$ cat src/rtl/prog_loader_pkg.sv
// prog_loader shared types: FSM states and length encoding.
// CKSUM state exists only with PROG_LOADER_CKSUM_EN.
package prog_loader_pkg;

  typedef enum logic [2:0] {
    ST_IDLE  = 3'd0,
    ST_LEN   = 3'd1,
    ST_DATA  = 3'd2,
`ifdef PROG_LOADER_CKSUM_EN
    ST_CKSUM = 3'd3,
`endif
    ST_RUN   = 3'd4,
    ST_ERR   = 3'd5
  } state_e;

  localparam bit LEN_ZERO_IS_256 = 1'b1;

  function automatic logic [8:0] len_of(input logic [7:0] b);
    if (b == 8'd0 && LEN_ZERO_IS_256)
      return 9'd256;
    return {1'b0, b};
  endfunction

endpackage

$ cat src/rtl/prog_loader_timer.sv
// Inactivity timer for prog_loader; expired after TIMEOUT enabled
// cycles without a clear.
module prog_loader_timer
  import prog_loader_pkg::*;
#(
  parameter logic [15:0] TIMEOUT = 16'd50000
) (
  input  logic clk,
  input  logic clrn,
  input  logic clear,
  input  logic enable,
  output logic expired
);

  logic [15:0] r_cnt;
  logic        w_hit;

  assign w_hit   = (r_cnt == TIMEOUT - 16'd1);
  assign expired = enable && w_hit;

  always_ff @(posedge clk or negedge clrn) begin
    if (!clrn)
      r_cnt <= '0;
    else if (clear)
      r_cnt <= '0;
    else if (enable && !w_hit)
      r_cnt <= r_cnt + 16'd1;
  end

endmodule

$ cat src/rtl/prog_loader.sv
// Byte-stream program loader: LEN, DATA into RAM, optional CKSUM
// (PROG_LOADER_CKSUM_EN), then a run pulse to the stage sequencer.
module prog_loader
  import prog_loader_pkg::*;
#(
  parameter logic [7:0]  BASE_ADDR = 8'h00,
  parameter logic [15:0] TIMEOUT   = 16'd50000
) (
  input  logic       clk,
  input  logic       clrn,
  input  logic       start,
  input  logic       rx_valid,
  input  logic [7:0] rx_data,
  output logic       rx_ready,
  output logic [7:0] ram_addr,
  output logic [7:0] ram_wdata,
  output logic       ram_wren,
  output logic       cpu_halt,
  output logic       cpu_run,
  output logic       busy,
  output logic       done,
  output logic       err
);

  state_e      r_state;
  state_e      w_next;
  logic [8:0]  r_left;
  logic [7:0]  r_idx;
  logic [7:0]  r_addr;
  logic [7:0]  r_wdata;
  logic        r_wren;
  logic        r_done;
  logic        r_err;
  logic        w_rx;
  logic        w_acc;
  logic        w_halt;
  logic        w_wr;
  logic        w_expired;
`ifdef PROG_LOADER_CKSUM_EN
  logic [7:0]  r_sum;
  logic [7:0]  w_ck;
  assign w_ck = r_sum + rx_data;
  assign w_rx = (r_state == ST_LEN) ||
                (r_state == ST_DATA) ||
                (r_state == ST_CKSUM);
`else
  assign w_rx = (r_state == ST_LEN) ||
                (r_state == ST_DATA);
`endif

  assign w_acc = rx_valid && w_rx;

  prog_loader_timer #(
    .TIMEOUT(TIMEOUT)
  ) u_timer (
    .clk    (clk),
    .clrn   (clrn),
    .clear  (w_acc || !w_rx),
    .enable (w_rx),
    .expired(w_expired)
  );

  always_ff @(posedge clk or negedge clrn) begin
    if (!clrn)
      r_state <= ST_IDLE;
    else
      r_state <= w_next;
  end

  // timeout wins over any byte accepted in the same cycle
  always_comb begin
    w_next = r_state;
    w_halt = 1'b0;
    w_wr   = 1'b0;
    unique case (r_state)
      ST_IDLE: begin
        if (start)
          w_next = ST_LEN;
      end
      ST_LEN: begin
        w_halt = 1'b1;
        if (w_expired)
          w_next = ST_ERR;
        else if (w_acc)
          w_next = ST_DATA;
      end
      ST_DATA: begin
        w_halt = 1'b1;
        if (w_expired) begin
          w_next = ST_ERR;
        end else if (w_acc) begin
          w_wr = 1'b1;
          if (r_left == 9'd1)
`ifdef PROG_LOADER_CKSUM_EN
            w_next = ST_CKSUM;
`else
            w_next = ST_RUN;
`endif
        end
      end
`ifdef PROG_LOADER_CKSUM_EN
      ST_CKSUM: begin
        w_halt = 1'b1;
        if (w_expired)
          w_next = ST_ERR;
        else if (w_acc)
          w_next = (w_ck == 8'd0) ? ST_RUN : ST_ERR;
      end
`endif
      ST_RUN: begin
        w_next = ST_IDLE;
      end
      ST_ERR: begin
        w_halt = 1'b1;
        w_next = ST_IDLE;
      end
      default: begin
        w_next = ST_IDLE;
      end
    endcase
  end

  always_ff @(posedge clk or negedge clrn) begin
    if (!clrn) begin
      r_left  <= '0;
      r_idx   <= '0;
      r_addr  <= '0;
      r_wdata <= '0;
      r_wren  <= 1'b0;
      r_done  <= 1'b0;
      r_err   <= 1'b0;
`ifdef PROG_LOADER_CKSUM_EN
      r_sum   <= '0;
`endif
    end else begin
      r_wren <= w_wr;
      if (r_state == ST_IDLE && start) begin
        r_done <= 1'b0;
        r_err  <= 1'b0;
        r_idx  <= '0;
        r_left <= '0;
`ifdef PROG_LOADER_CKSUM_EN
        r_sum  <= '0;
`endif
      end
      if (r_state == ST_LEN && w_acc && !w_expired)
        r_left <= len_of(rx_data);
      if (w_wr) begin
        r_addr  <= BASE_ADDR + r_idx;
        r_wdata <= rx_data;
        r_idx   <= r_idx + 8'd1;
        r_left  <= r_left - 9'd1;
`ifdef PROG_LOADER_CKSUM_EN
        r_sum   <= r_sum + rx_data;
`endif
      end
      if (r_state == ST_RUN)
        r_done <= 1'b1;
      if (w_next == ST_ERR)
        r_err <= 1'b1;
    end
  end

  assign rx_ready  = w_rx;
  assign ram_addr  = r_addr;
  assign ram_wdata = r_wdata;
  assign ram_wren  = r_wren;
  assign cpu_halt  = w_halt;
  assign cpu_run   = (r_state == ST_RUN);
  assign busy      = (r_state != ST_IDLE);
  assign done      = r_done;
  assign err       = r_err;

endmodule

$ cat config.mk
export PLATFORM = sky130hd
export DESIGN_NAME = prog_loader
export DESIGN_NICKNAME = d
export VERILOG_FILES = /design/src/rtl/prog_loader_pkg.sv /design/src/rtl/prog_loader_timer.sv /design/src/rtl/prog_loader.sv
export SDC_FILE = /design/constraint.sdc
export NUM_CORES = 1
export LEC_CHECK = 0
export CAP_MARGIN = 10
export CORE_MARGIN = 1.5
export CORE_UTILIZATION = 55
export DETAILED_ROUTE_END_ITERATION = 7
export MAX_ROUTING_LAYER = met4
export PLACE_DENSITY = 0.76
export REMOVE_ABC_BUFFERS = 1
export SYNTH_ARGS = -nofsm -noshare
export SYNTH_HDL_FRONTEND = slang
export SYNTH_SLANG_ARGS = --single-unit
$ cat constraint.sdc
create_clock -name clk -period 6.05 [get_ports clk]
set_clock_uncertainty 0.2 [all_clocks]
set_input_delay 1.21 -clock clk [delete_from_list [all_inputs] [get_ports clk]]
set_output_delay 1.21 -clock clk [all_outputs]
set_load 0.005 [all_outputs]
==> metrics <==
power per standard cell area between 300 and 400 nW/µm²; fraction of the yosys area taken by sequential cells 0.498; via count roughly 2100; Detailed Route Iter0 Violations 76; post-synthesis instance area 2770 µm²; Highest Clock Rate 0.300 GHz; wire length of the first global-routing pass 8960 µm; final antenna-violating net count 0; RSZ-0062 raised after global routing no; outcome finished clean; synthesized flop and latch total 55; maximum number of buffers from clock root to sink 2; slew at the pin closest to its max-slew limit around 860 ps; worst path arrival time 1920 ps; maximum number of pins on one net before global-route repair 56; CTS root buf sky130_fd_sc_hd__clkbuf_8; number of unique standard cell types used by synthesis 49; Initial DRT Pass Iterations 4; worst min path class flip-flop to flip-flop; Pins Over Slew Limit 0; sum of routed wire length over all layers between 5000 and 6000 µm; port buffer count 34; count of boundary I/O pins 35; path depth of the worst reg2reg path 6; fraction of registers with async set or reset after synthesis 1.00; starting density of the core 0.578; clock transition at the registers of the reported paths 90 ps; placer's final routability congestion estimate 0.846; core area 4790 µm²; insertion delay to the later sink of the worst-skew pair 300 ps; depth of the CTS H-tree 2; drt wl/cell 13.9 µm; TritonCTS clock tree yes; number of design rule violations left after detail routing 0; Clock Sinks 55; setup violation total in the final timing report 0; vias in the first global route about 1900; worst-path cell chain nor2b_1 > nor2_1 > nor2_1 > clkdlybuf4s50_1; max cap viols 0; required time reported for the critical path endpoint 4640 ps; clock buffers created by TritonCTS 5; average via count per standard cell 5.48; biggest fanout along the worst timing path 11; grt total ovfl 0; Max-Slew Margin vs Limit 0.421; row count 25; startpoint of the most critical hold path ram_addr[5]; worst reg2reg setup slack 3250 ps; nature of the critical path startpoint flip-flop; met3 routing resource usage after global routing 0.0412; Max stage delay cell, worst path sky130_fd_sc_hd__dfrtp_1; launching point of the worst reg2reg path u_timer.r_cnt[12]; cell count after synthesis approximately 290; number of instances resized during post-cts repair 0; final net count about 340; Chip Width 73.9 µm; number of hold-slack violations in the final timing report 0; Crit Path Category flip-flop to primary output; yosys synthesis warning count 0; mean cell area of the mapped netlist 9.47 µm²; number of cells traversed by the worst hold path 2; Post-CTS Setup Inserts 0; number of flops mapped to enable cells by yosys 0; delay of the slowest cell on the worst path about 530 ps; routing layer with the top usage in global route met2; core occupancy in the finished layout 0.666; number of placed instances, taps included between 300 and 400; type of element capturing the critical path primary output; setup TNS 0 ps; total half-perimeter wirelength after legalization and detailed placement 3630 µm; crit share post-route 0.550; Worst Hold Path EP ram_addr[5]; Reg-to-Reg End r_idx[5]; crit-path most repeated cell sky130_fd_sc_hd__nor2_1; met2 Resource Use GR 0.318; post-route non-filler standard cell count 389; met1 routing resource usage after global routing 0.316; total global routing track utilization 0.220; area of the die 5460 µm²; static leakage ~0.0014 µW; post-route minimum period 3330 ps; number of antenna violations at the first check in global routing 0; Chip Height 73.9 µm; dominant synthesized flop cell sky130_fd_sc_hd__dfrtp_1; share of cells above drive strength 1 0.0559; number of buffers inserted for hold repair after clock tree synthesis 0; # diodes 0; layout overhead on the synthesized area 15.3%; maximum VDD drop approximately 0.00024 V
## synth_stat cells (2+ instances only)
library cell               count  share of area
sky130_fd_sc_hd__nor3b_1       4          0.011
sky130_fd_sc_hd__nor2b_1       3         0.0068
sky130_fd_sc_hd__nor2_1       25          0.034
sky130_fd_sc_hd__ha_1          4          0.018
sky130_fd_sc_hd__inv_1        10          0.014
sky130_fd_sc_hd__xnor2_1       7          0.022
sky130_fd_sc_hd__o21ai_1       6          0.011
sky130_fd_sc_hd__nor3_1       11          0.020
sky130_fd_sc_hd__or4_1         2         0.0054
sky130_fd_sc_hd__or3_1         4         0.0090
sky130_fd_sc_hd__nor4_1        5          0.011
sky130_fd_sc_hd__a211o_1       6          0.019
sky130_fd_sc_hd__nand2b_1      5          0.011
sky130_fd_sc_hd__nand4_1       5          0.011
sky130_fd_sc_hd__a221o_1       2         0.0072
sky130_fd_sc_hd__mux2i_1       2         0.0072
sky130_fd_sc_hd__xor2_1        8          0.025
sky130_fd_sc_hd__clkbuf_1      5         0.0068
sky130_fd_sc_hd__a22oi_1       3         0.0081
sky130_fd_sc_hd__nand3_1      12          0.022
sky130_fd_sc_hd__buf_6         6          0.024
sky130_fd_sc_hd__dfrtp_1      55           0.50
sky130_fd_sc_hd__and3_1        7          0.016
sky130_fd_sc_hd__nand2_1      60          0.081
sky130_fd_sc_hd__o21ai_0       5         0.0090
sky130_fd_sc_hd__a21oi_1       7          0.013
## how the worst max path moves through the flow
stage | startpoint | to | slack, ps | depth (start not counted)
floorplan | rx_valid | r_idx[2] | 3430 | 5
global placement | rx_valid | r_idx[5] | 2690 | 6
detailed placement | rx_valid | r_idx[6] | 2620 | 6
CTS | r_state[1] | rx_ready | 2720 | 4
global route | r_state[1] | rx_ready | 2590 | 4
finish | r_state[1] | rx_ready | 2720 | 4
## through the flow
step	power (µW)	hold slack (ps)	instance area [µm²]	setup WS, ps
final	1140	285	3190	2720
after global routing	1220	299	3190	2590
after CTS	1150	288	3190	2720
after detailed placement	944	263	3100	2620
after global placement	938	264	3100	2690
after floorplan	756	248	2680	3430
## placed cells by master (no fill, tap or decap), types with 6 or more instances in the layout
master	instances
sky130_fd_sc_hd__clkdlybuf4s50_1	33
sky130_fd_sc_hd__dfrtp_1	55
sky130_fd_sc_hd__xor2_1	8
sky130_fd_sc_hd__inv_1	10
sky130_fd_sc_hd__clkbuf_8	6
sky130_fd_sc_hd__nor3_1	11
sky130_fd_sc_hd__o21ai_1	6
sky130_fd_sc_hd__nand3_1	12
sky130_fd_sc_hd__a21oi_1	7
sky130_fd_sc_hd__nor2_1	25
sky130_fd_sc_hd__a211o_1	6
sky130_fd_sc_hd__xnor2_1	7
sky130_fd_sc_hd__and3_1	7
sky130_fd_sc_hd__nand2_1	60
## critical path: cells and delay by family (launching register included)
family | cells | cell delay, ps
buffers and inverters | 1 | 530
DFF | 1 | 530
and+or+nand+nor | 3 | 570
## layer usage
layer	up-vias	wire, µm
met5	-	0
met4	0	25
met3	2	261
met2	54	2460
met1	1009	2640
li1	1067	-
## cells by family after synthesis
| family | share of synthesized area |
|---|---|
| compound gates | 0.111 |
| xor+xnor | 0.0475 |
| fa+ha+maj | 0.0181 |
| buf+inv | 0.0498 |
| flops | 0.498 |
| mux | 0.00724 |
| simple gates | 0.269 |
## power by group
| part | total (µW) | internal [µW] | switching, µW |
|---|---|---|---|
| Clock | 200 | 90.1 | 110 |
| Combinational | 417 | 205 | 211 |
| Sequential | 524 | 447 | 77.3 |
## registers in the layout, summed over array words and instances, names as in the netlist, 3 cells and up
name	count
u_timer.r_cnt	16
r_idx	8
ram_addr	8
r_left	9
r_state	3
ram_wdata	8
## cell type report
cell class	instances	area [µm²]
sequential	55	1380
multi-input combinational	214	1250
timing repair buffer	35	343
fill	399	1600
clock buffer	6	82.6
inverter	11	46.3
tap	67	83.8
clock inverter	1	5.00
No activity file was read; power rests on OpenSTA's default activity.
==> patch (same settings) <==
Build with the macro `PROG_LOADER_CKSUM_EN` defined.
--- a/src/rtl/prog_loader_pkg.sv
+++ b/src/rtl/prog_loader_pkg.sv
@@ -1,4 +1,6 @@
 // prog_loader shared types: FSM states and length encoding.
 // CKSUM state exists only with PROG_LOADER_CKSUM_EN.
+`define PROG_LOADER_CKSUM_EN
+
 package prog_loader_pkg;
 
Function: changed (Yosys sat finds a counterexample within 4 cycles, from zero or initial values).
==> patch against the unedited design <==
- sequential power rose by 20%
- worst setup slack got worse by 0.45 ns
- core utilization fell by 0.61 points
- design area grew 23%
- sequential cell count is 8 higher
- power increased by 43%
- combinational power up 58%
- synthesized cell count grew 28%
- wire length increased by 34%
- synthesized area grew 23%
- die area grew 22%
- highest routed layer unchanged
==> patch: results (changes against the unedited design) <==
clock-pin slew on the worst setup and hold paths=0.06 ns (-0.03 ns); delay of the slowest cell on the worst path=0.48 ns (-0.05 ns); cells taking the most area after synthesis=sky130_fd_sc_hd__dfrtp_1, sky130_fd_sc_hd__nand2_1, sky130_fd_sc_hd__ha_1; reg-to-reg critical path endpoint=r_left[6]; data arrival time of the critical path=3.77 ns (+1.85 ns); wire length after detailed routing=7.24 mm (+34%); max-slew headroom at the worst pin=46.6% (+4.5 points); initial detailed-routing violation count=255 (+240%); Ant. Diodes=0 (unchanged); worst-case hold path end point=ram_addr[6]; number of buffers added by the clock tree synthesis step=9 (+4); leading cell types by count after synthesis=sky130_fd_sc_hd__nand2_1, sky130_fd_sc_hd__dfrtp_1, sky130_fd_sc_hd__nor2_1; All-Layer GR Usage=25.2% (+3.2 points); top fanout value on the critical path=4 (-7); clock latency reported for the late side of the worst-skew pair=0.34 ns (+0.04 ns); proportion of synthesized chip area in sequential cells=46.4% (-3.4 points); count of mapped cells out of synthesis=375 (+28%); cell type group with the largest total delay on the critical path=compound AO/OA/AOI/OAI gates; Worst Hold Launch=ram_addr[6]; number of detailed-routing iterations run before antenna repair=5 (+1); leakage dissipation=0.00174 µW (+20%); library cells used by synthesis=53 (+8.2%); reg2reg setup slack=3.01 ns (-0.24 ns); number of vias in the routed layout=2870 (+35%); pin count of the biggest net entering global routing=64 (+14%); fillers=495 (+24%); run status=finished clean; Routed WL per cell=15.0 µm (+8.3%); slowest CP cell=sky130_fd_sc_hd__clkdlybuf4s50_1; wire length of the first global-routing pass=12.5 mm (+39%); DP HPWL=4.87 mm (+34%); Final Net Count=427 (+26%); worst supply voltage drop on vdd=0.289 mV (+18%)
patch: changes by cell type in the layout (fill, tap and decap cells not counted), sizes merged, moves of 5 or more:
cell / unedited run / this run
a21oi: 8 / 14
dfrtp: 55 / 63
o211ai: 0 / 5
a211o: 6 / 0
nand2: 60 / 77
ha: 4 / 11
o22ai: 0 / 6
nor4: 5 / 13
nand3: 12 / 22
patch: worst reg2reg max path, cell delays in order, from the launching register on:
cell,delay (ns)
sky130_fd_sc_hd__dfrtp_1,0.43
sky130_fd_sc_hd__or4b_1,0.66
sky130_fd_sc_hd__or4_4,0.65
sky130_fd_sc_hd__nand2_8,0.25
sky130_fd_sc_hd__inv_2,0.29
sky130_fd_sc_hd__a32o_1,0.31
sky130_fd_sc_hd__a21o_1,0.15
patch: where the power goes:
group / internal, µW / switching (µW) / total [µW]
registers: 530 / 99.1 / 630
clock network: 185 / 156 / 341
logic: 312 / 347 / 659
total: 1030 / 603 / 1630
patch: area by class of cell:
| class | instances | share of cell area (%) |
|---|---|---|
| Multi-Input combinational cell | 283 | 43.0 |
| Sequential cell | 63 | 40.1 |
| Timing Repair Buffer | 37 | 9.10 |
| Clock buffer | 10 | 3.25 |
| Tap cell | 75 | 2.39 |
| Clock inverter | 5 | 1.27 |
| Inverter | 9 | 0.859 |
patch: cell families after synthesis:
kind of cell	share of synthesized area, %
buffers and inverters	4.05
adders and majority gates	4.64
xor gates and xnor gates	3.35
DFF	46.4
muxes	0.883
AOI/OAI and AO/OA	13.0
and+or+nand+nor	27.7
patch: metal layers:
metal,global-route usage [%],up-vias,wire (µm)
li1,-,1405,-
met1,34.2,1371,3460
met2,37.1,85,3340
met3,4.89,9,355
met4,10.0,0,85
met5,-,-,0
patch: worst max-delay path by stage:
stage / start / endpoint
floorplan: rx_data[0] / err
global placement: rx_data[0] / err
detailed placement: rx_data[0] / err
CTS: rx_data[0] / err
global route: rx_data[0] / err
finish: rx_data[0] / err
patch: stage by stage:
step	hold slack, ns	cell area [µm²]	setup slack (ns)	total power [µW]
CTS	0.278	3930	2.31	1640
detailed placement	0.262	3750	1.99	1290
finish	0.273	3930	2.27	1630
floorplan	0.245	3300	2.80	1050
global placement	0.258	3750	2.09	1270
global route	0.289	3930	2.00	1760
